$ cat src/rtl/axi_xbar_pkg.sv
// Shared AXI crossbar arbitration definitions: FSM state encoding,
// master count and the reset value of the round-robin pointer.
package axi_xbar_pkg;

  localparam int unsigned NUM_M = 4;
  localparam logic [3:0]  LAST_WINNER_RST = 4'b1000;

  typedef enum logic [1:0] {
    IDLE = 2'd0,
    ADDR = 2'd1,
    DATA = 2'd2
  } arb_state_e;

endpackage

$ cat src/rtl/round_robin_m2s_wr_if.sv
// Write-channel arbitration bundle between the crossbar routing logic (master)
// and one per-slave write arbiter (slave).
interface round_robin_m2s_wr_if;
  import axi_xbar_pkg::*;

  logic [NUM_M-1:0] req;
  logic             aw_hs;
  logic             w_last_hs;
  logic [NUM_M-1:0] sel;
  logic             busy;

  modport master (
    output req, aw_hs, w_last_hs,
    input  sel, busy
  );

  modport slave (
    input  req, aw_hs, w_last_hs,
    output sel, busy
  );

endinterface

$ cat src/rtl/rr_pick4.sv
// Combinational 4-way rotate-priority picker: the search starts just after the
// one-hot last_winner and wraps, so last_winner itself has lowest priority.
module rr_pick4 (
  input  logic [3:0] req,
  input  logic [3:0] last_winner,
  output logic [3:0] winner
);

  logic [1:0] lw_idx;
  logic [1:0] idx;
  logic       found;

  always_comb begin
    lw_idx = '0;
    for (int unsigned i = 0; i < 4; i++) begin
      if (last_winner[i]) lw_idx = i[1:0];
    end

    winner = '0;
    idx    = '0;
    found  = 1'b0;
    // off wraps to 0 on the fourth pass, visiting last_winner last
    for (int unsigned off = 1; off <= 4; off++) begin
      idx = lw_idx + off[1:0];
      if (!found && req[idx]) begin
        winner[idx] = 1'b1;
        found       = 1'b1;
      end
    end
  end

endmodule

$ cat src/rtl/round_robin_m2s_wr.sv
// Per-slave AW/W arbiter: round-robin grant held until both AW handshake and
// last W beat complete. Define M2S_ARB_STATS_EN to add per-master grant counters.
module round_robin_m2s_wr #(
  parameter int unsigned NUM_M = 4,
  parameter int unsigned CNT_W = 16
) (
  input  logic                    clk,
  input  logic                    rst_n,
  round_robin_m2s_wr_if.slave     bus
`ifdef M2S_ARB_STATS_EN
  ,
  output logic [4*CNT_W-1:0]      grant_cnt
`endif
);
  import axi_xbar_pkg::*;

  if (NUM_M != 4 || CNT_W < 1) begin : g_cfg_check
    $error("round_robin_m2s_wr supports exactly 4 masters and CNT_W >= 1");
  end

  arb_state_e state_q, state_n;
  logic [3:0] sel_q;
  logic [3:0] last_winner_q;
  logic       w_done_q;
  logic [3:0] winner;
  logic       grant_now;
  logic       release_now;

  rr_pick4 u_pick (
    .req         (bus.req),
    .last_winner (last_winner_q),
    .winner      (winner)
  );

  always_comb begin
    state_n     = state_q;
    grant_now   = 1'b0;
    release_now = 1'b0;
    unique case (state_q)
      IDLE: begin
        if (bus.req != '0) begin
          grant_now = 1'b1;
          state_n   = ADDR;
        end
      end
      ADDR: begin
        // W may finish before AW; remember it so the AW handshake can release
        if (bus.aw_hs) begin
          if (w_done_q || bus.w_last_hs) release_now = 1'b1;
          else                           state_n     = DATA;
        end
      end
      DATA: begin
        if (bus.w_last_hs) release_now = 1'b1;
      end
      default: state_n = IDLE;
    endcase
    if (release_now) state_n = IDLE;
  end

  always_ff @(posedge clk) begin
    if (!rst_n) begin
      state_q       <= IDLE;
      sel_q         <= '0;
      last_winner_q <= LAST_WINNER_RST;
      w_done_q      <= 1'b0;
    end else begin
      state_q <= state_n;
      if (grant_now) sel_q <= winner;
      if (release_now) begin
        last_winner_q <= sel_q;
        sel_q         <= '0;
        w_done_q      <= 1'b0;
      end else if (state_q == ADDR && bus.w_last_hs && !bus.aw_hs) begin
        w_done_q <= 1'b1;
      end
    end
  end

  assign bus.sel  = sel_q;
  assign bus.busy = (state_q != IDLE);

`ifdef M2S_ARB_STATS_EN
  logic [CNT_W-1:0] cnt_q [4];

  always_ff @(posedge clk) begin
    if (!rst_n) begin
      for (int unsigned i = 0; i < 4; i++) cnt_q[i] <= '0;
    end else if (grant_now) begin
      for (int unsigned i = 0; i < 4; i++) begin
        if (winner[i] && cnt_q[i] != '1) cnt_q[i] <= cnt_q[i] + 1'b1;
      end
    end
  end

  always_comb begin
    grant_cnt = '0;
    for (int unsigned i = 0; i < 4; i++) grant_cnt[i*CNT_W +: CNT_W] = cnt_q[i];
  end
`endif

endmodule
$ cat src/flat_wrapper.sv
// flat-port wrapper written by rule: the top's interface ports become plain ports
module round_robin_m2s_wr_flat import axi_xbar_pkg::*;
#(
  parameter int unsigned NUM_M = 4,
  parameter int unsigned CNT_W = 16
)
  (clk, rst_n, bus_req, bus_aw_hs, bus_w_last_hs, bus_sel, bus_busy);
  round_robin_m2s_wr_if bus_i ();
  input  logic clk;
  input  logic rst_n;
  input wire logic [$bits(bus_i.req)-1:0] bus_req;
  input wire logic [$bits(bus_i.aw_hs)-1:0] bus_aw_hs;
  input wire logic [$bits(bus_i.w_last_hs)-1:0] bus_w_last_hs;
  output wire logic [$bits(bus_i.sel)-1:0] bus_sel;
  output wire logic [$bits(bus_i.busy)-1:0] bus_busy;
  assign bus_i.req = bus_req;
  assign bus_i.aw_hs = bus_aw_hs;
  assign bus_i.w_last_hs = bus_w_last_hs;
  assign bus_sel = bus_i.sel;
  assign bus_busy = bus_i.busy;
  round_robin_m2s_wr #(.NUM_M(NUM_M), .CNT_W(CNT_W)) u_core (.clk(clk), .rst_n(rst_n), .bus(bus_i));
endmodule
$ cat config.mk
export PLATFORM = sky130hd
export DESIGN_NAME = round_robin_m2s_wr_flat
export DESIGN_NICKNAME = d
export VERILOG_FILES = /design/src/rtl/axi_xbar_pkg.sv /design/src/rtl/round_robin_m2s_wr_if.sv /design/src/rtl/rr_pick4.sv /design/src/rtl/round_robin_m2s_wr.sv /design/src/flat_wrapper.sv
export SDC_FILE = /design/constraint.sdc
export NUM_CORES = 1
export LEC_CHECK = 0
export CORE_ASPECT_RATIO = 0.8
export CORE_UTILIZATION = 36
export CTS_BUF_LIST = sky130_fd_sc_hd__clkbuf_16
export DETAILED_ROUTE_END_ITERATION = 10
export PLACE_DENSITY_LB_ADDON = 0.15
export SYNTH_ARGS = -nofsm -noshare
export SYNTH_HDL_FRONTEND = slang
export SYNTH_SLANG_ARGS = --single-unit
$ cat constraint.sdc
create_clock -name clk -period 2.5 [get_ports clk]
set_clock_uncertainty 0.2 [all_clocks]
set_input_delay 0.25 -clock clk [delete_from_list [all_inputs] [get_ports clk]]
set_output_delay 0.25 -clock clk [all_outputs]
set_load 0.05 [all_outputs]
; After elaboration in Yosys (flattened, before gate mapping)
; Index checks and enable logic that the tools add are counted.
[word_totals]
inputBits = 8
register_bits = 11
[classes]
n_addsub = 3
n_reduce_logical = 19
order_cmp = 8
bitwise = 5
eq_ne = 5
mux = 36
[ops]
columns = op, n
row1 = two-way mux 1 bit, 17
row2 = two-way mux 4 bit, 4
row3 = < comparator 2 x 3 -> 1 bit (second input constant), 4
row4 = OR 4 bit, 3
row5 = two-way mux 2 bit, 5
row6 = logical AND 1 bit, 9
row7 = binary-select mux 1 bit (select 2 bit), 4
row8 = demux 1 bit (select 2 bit), 4
row9 = greater-or-equal comparator 2 x 1 -> 1 bit (second input constant), 4
row10 = one-hot mux 2 bit (3 select lines), 1
row11 = adder 2 bit (second input constant), 2
row12 = zero test 1 bit, 4
row13 = inequality test 2 bit (second input constant), 2
row14 = AND reduction 4 bit, 1
row15 = nonzero test 4 bit, 1
row16 = adder 2 x 1 -> 2 bit (second input constant), 1
row17 = equality test 2 x 1 -> 1 bit (second input constant), 1
row18 = equality test 2 bit (second input constant), 1
row19 = zero test 2 bit, 1
row20 = inequality test 2 x 1 -> 1 bit (second input constant), 1
row21 = NOT 1 bit, 2
row22 = one-hot mux 1 bit (2 select lines), 1
row23 = nonzero test 2 bit, 1
row24 = OR reduction 2 bit, 1
row25 = logical OR 1 bit, 1

; Depth between registers and ports, before layout
[logic_depth]
depth_word = 16
ltp_mapped = 8
ltp_nobuf = 8

; Hierarchy
; From an unflattened synthesis, not the netlist that was laid out.
[hier_totals]
hier_cells = 114
hier_area_um2 = 958.4
[modules_own_cells]
columns = mod, instances, area_per_inst_um2, cells_per_inst, seq_area_each_um2
row1 = round_robin_m2s_wr, 1, 519.2, 51, 220.2
row2 = rr_pick4, 1, 439.2, 63, 0.0

; Worst setup path after synthesis
; Ideal clock, no wire load.
[synth_timing]
kind = reg-to-reg
from = reg u_core.last_winner_q[1]
to = reg u_core.sel_q[0], in the netlist u_core.bus.sel[0]
period_less_slack_ns = 2.026
path_slack_ns = 0.474
arrival_ns = 1.695
setup_time_ns = 0.132
stages_incl_launch_ff = 8
path_cell_list = dfxtp_1 > nor2b_2 > nor2_4 > ha_1 > mux2i_1 > mux2i_1 > a221oi_1 > a31oi_1
[synth_between]
elab_chain_cells = 16
[synth_rtl]
columns = item, line_no
row1 = start: declaration, round_robin_m2s_wr.sv:23  ; logic [3:0] last_winner_q;
row2 = start signal: assignment, round_robin_m2s_wr.sv:71  ; last_winner_q <= sel_q;
row3 = two-way mux 1 bit *, rr_pick4.sv:16  ; if (last_winner[i]) lw_idx = i[1:0];
row4 = two-way mux 2 bit * (2 in a row), rr_pick4.sv:16
row5 = "parallel branches: the longest is 12 deep, another holds < comparator 2 x 3 -> 1 bit", -
row6 = two-way mux 4 bit *, rr_pick4.sv:25  ; if (!found && req[idx]) begin
row7 = end signal: assignment, round_robin_m2s_wr.sv:69  ; if (grant_now) sel_q <= winner;
row8 = end: declaration, round_robin_m2s_wr.sv:22  ; logic [3:0] sel_q;
; Mark *: on every way between the ends. The select of a mux whose other input is x is not followed.
; A chain may end at the register's enable or synchronous reset.

; Worst setup path in the final report
[layout_timing]
from = reg u_core.last_winner_q[1]
to = reg u_core.sel_q[1], in the netlist u_core.bus.sel[1]
; The elaborated chain is that of the path after synthesis.

==> results.md <==
- Total CTS buffers: 3
- Met2 Use GR: 23.1%
- First-pass GRT wire length: 3.31 mm
- Warnings from Yosys: 0
- Setup Fix Bufs, Post-CTS: 0
- Synth area leaders: dfxtp_1, ha_1, mux2i_1
- Detail Route Antenna Nets: 0
- Residual DRC count: 2
- Core area: 0.00221 mm2
- Tcrit/Tclk final: 92.9%
- Layout area overhead: 27.8%
- Initial antenna violation count: 0
- Ratio of cells with drive above 1 in the final layout: 14.9%
- DPL Wire Length: 1.54 mm
- Status: finished, violations left
- Final #Nets: 135
- Part of the Yosys area used for sequential elements: 23.2%
- Total power draw: 1.11 mW
- Slowest stage delay, CP: 0.42 ns
- Area leader, netlist: dfxtp_1
- Synthesized area per cell: 8.81 um2
- Slew Viols, Final: 0
- Critical Setup Path Class: flip-flop to flip-flop
- Post-synth ARST share: 0%
- Layout Cells excl Fill: 139
- Top-count cell post-synth: ha_1
- Max-Slew Margin vs Limit: 66.7%
- Top FF cell, synth: dfxtp_1
- RSZ-0062 raised after global routing: yes
- GR Util All Layers: 17.3%
- Largest family of logic cells by synthesized area: simple AND/OR/NAND/NOR gates
- Final hold vios: 0
- Yosys top cell area share: 23.2%
- Clk pwr share: 24.7%
- Crit path cell chain: nor2b_2, nor2_4, ha_2, mux2i_2, mux2i_1, a221oi_1, a31oi_1
- Grt met3 use: 5.97%
- Row Count: 15
- VDD IR max: 0.495 mV
- CTS tree: built
- WP data arrival: 2.22 ns
- Iteration-0 DRC count of the detailed router: 36
- Drt total wl: 1.92 mm
- Crit path launch type: flip-flop
- Number of global-route vias before repair: 735
- Gpl congestion: 0.831
- Syn Std Cell Area: 863 um2
- Worst Max-Slew Pin Slew: 0.498 ns
- Static leakage: 0.436 nW
- Seq pwr share: 22.8%
- Number of flops mapped to enable cells by yosys: 0
- Sw power: 0.464 mW
- Post-route minimum period: 2.32 ns
- Placed insts: 136
- Yosys cell types: 33
- GR Util met1: 25.9%
- Overflow after GRT: 0
- Clk slew on worst S/H paths: 0.04 ns
- MaxCap Viol Count: 0
- Max frequency: 431 MHz
- Cells after Synth: 98
- Crit end category: flip-flop
- Multiplexer share of the synthesized area: 9.71%
- Worst path required time: 2.40 ns
- Logic pwr share: 52.5%
- Die W: 56.8 um
- Post-synthesis adder-cell area fraction: 15.9%
- Gr busiest metal: met1
- Root buf cell: clkbuf_16
- Largest net degree at the start of global routing: 9
- Synth Register Bits: 10
- Hold_buf cts: 0
- Die ar.: 0.00260 mm2
- Drt pass-1 iters: 7
- Routed WL per cell: 13.8 um
- Fillers: 209
- Failing checks: DRC
- XOR/XNOR Fraction of Synth Area: 0%
- Antenna Cells: 0
- Top post-synthesis cells by count: ha_1, dfxtp_1, nand3_1, a31oi_1
- Syn_nets: 117
- Compound-gate portion of the synthesized area: 23.0%
- Initial Util: 39.0%
- Int Pwr: 0.643 mW
- Via density: 5.58
- Simple-gate share of the synthesized area: 25.1%
- Worst hold slack: 0.314 ns
- Post_cts resized: 0
- Vias: 775
- Sw Share: 41.9%
- Die height: 45.8 um
- Clk buf depth: 2
- Crit path max-delay cell type: ha_2
- Sink Count: 10
- H-tree depth: 1
- Final setup viols: 0
- I/O Pins: 13
- CP delay by family, top: multiplexers
- CP bufs+invs: 0
- Worst Path Max Fanout: 8
- # port buffers: 12
- Worst hold path type: flip-flop to flip-flop
- Clk Latency, worst-skew pair: 0.23 ns
- Power density cells: 1000 mW/mm2
[cell families (layout without fill, tap and decap cells)]
kind of cell / Yosys count / count (layout)
buffers and inverters: 7 / 23
AO/OA/AOI/OAI: 28 / 28
adder cells (fa/ha/maj): 11 / 11
flip-flops: 10 / 10
multiplexers: 8 / 8
AND/OR/NAND/NOR: 34 / 34
[final timing paths]
path,to,slack (ns),start,depth (start not counted)
max,u_core.bus.sel[1],0.18,u_core.last_winner_q[1],7
min,u_core.last_winner_q[3],0.31,u_core.bus.sel[3],2
max reg2reg,u_core.bus.sel[1],0.18,u_core.last_winner_q[1],7
min reg2reg,u_core.last_winner_q[3],0.31,u_core.bus.sel[3],2
[tightest hold or removal path: stages (launching register included)]
cell and delay, ns:
dfxtp_1 0.32, nand2_1 0.06, o211ai_1 0.08
[placed cells by master, fill, tap and decap left out, drive strengths merged, types with 2 or more instances in the layout]
cell type      Yosys  final
a221oi             4      4
nand2              4      4
a31oi              6      6
a21oi              3      3
clkdlybuf4s50      0     12
and2               2      2
o22ai              2      2
nand3              8      8
nor3b              2      2
o211ai             2      2
nand2b             3      3
mux2i              5      5
o21ai              6      6
inv                7      7
ha                11     11
dfxtp             10     10
nor2               5      5
nor2b              5      5
clkbuf             0      3
mux2               3      3
[power groups by stage]
stage / registers, mW / clock network (mW) / logic (mW)
CTS: 0.253 / 0.280 / 0.578
finish: 0.253 / 0.274 / 0.581
floorplan: 0.343 / 0 / 0.319
global route: 0.260 / 0.286 / 0.637
detailed placement: 0.255 / 0 / 0.574
global placement: 0.255 / 0 / 0.573
[flip-flops by register name, indices dropped and copies added (netlist names)]
register and cells:
u_core.last_winner_q 3, u_core.bus.sel 4, u_core.state_q 2, u_core.w_done_q 1
[final cells by class]
class | instances | area [um2] | area share, %
multi-input combinational | 81 | 643 | 58.3
sequential | 10 | 200 | 18.1
timing repair buffer | 13 | 128 | 11.6
clock buffer | 3 | 75.1 | 6.80
tap | 25 | 31.3 | 2.83
inverter | 7 | 26.3 | 2.38
[per-stage QoR]
step	setup TNS, ns	cell area [um2]	worst slack, ns	util, %
floorplan	0	863	0.474	-
global placement	0	1020	0.151	46.2
detailed placement	0	1020	0.166	46.2
CTS	0	1100	0.158	49.5
global route	-0.0162	1100	-0.00971	49.8
finish	0	1100	0.179	49.8
[metal layers]
| layer | vias up | part of all wire [%] | wire [um] |
|---|---|---|---|
| li1 | 399 | - | - |
| met1 | 352 | 57 | 1090 |
| met2 | 20 | 38 | 729 |
| met3 | 4 | 4.3 | 83 |
| met4 | 0 | 1.1 | 21 |
| met5 | - | 0 | 0 |
Note: power is estimated with default switching activity, not from simulation.
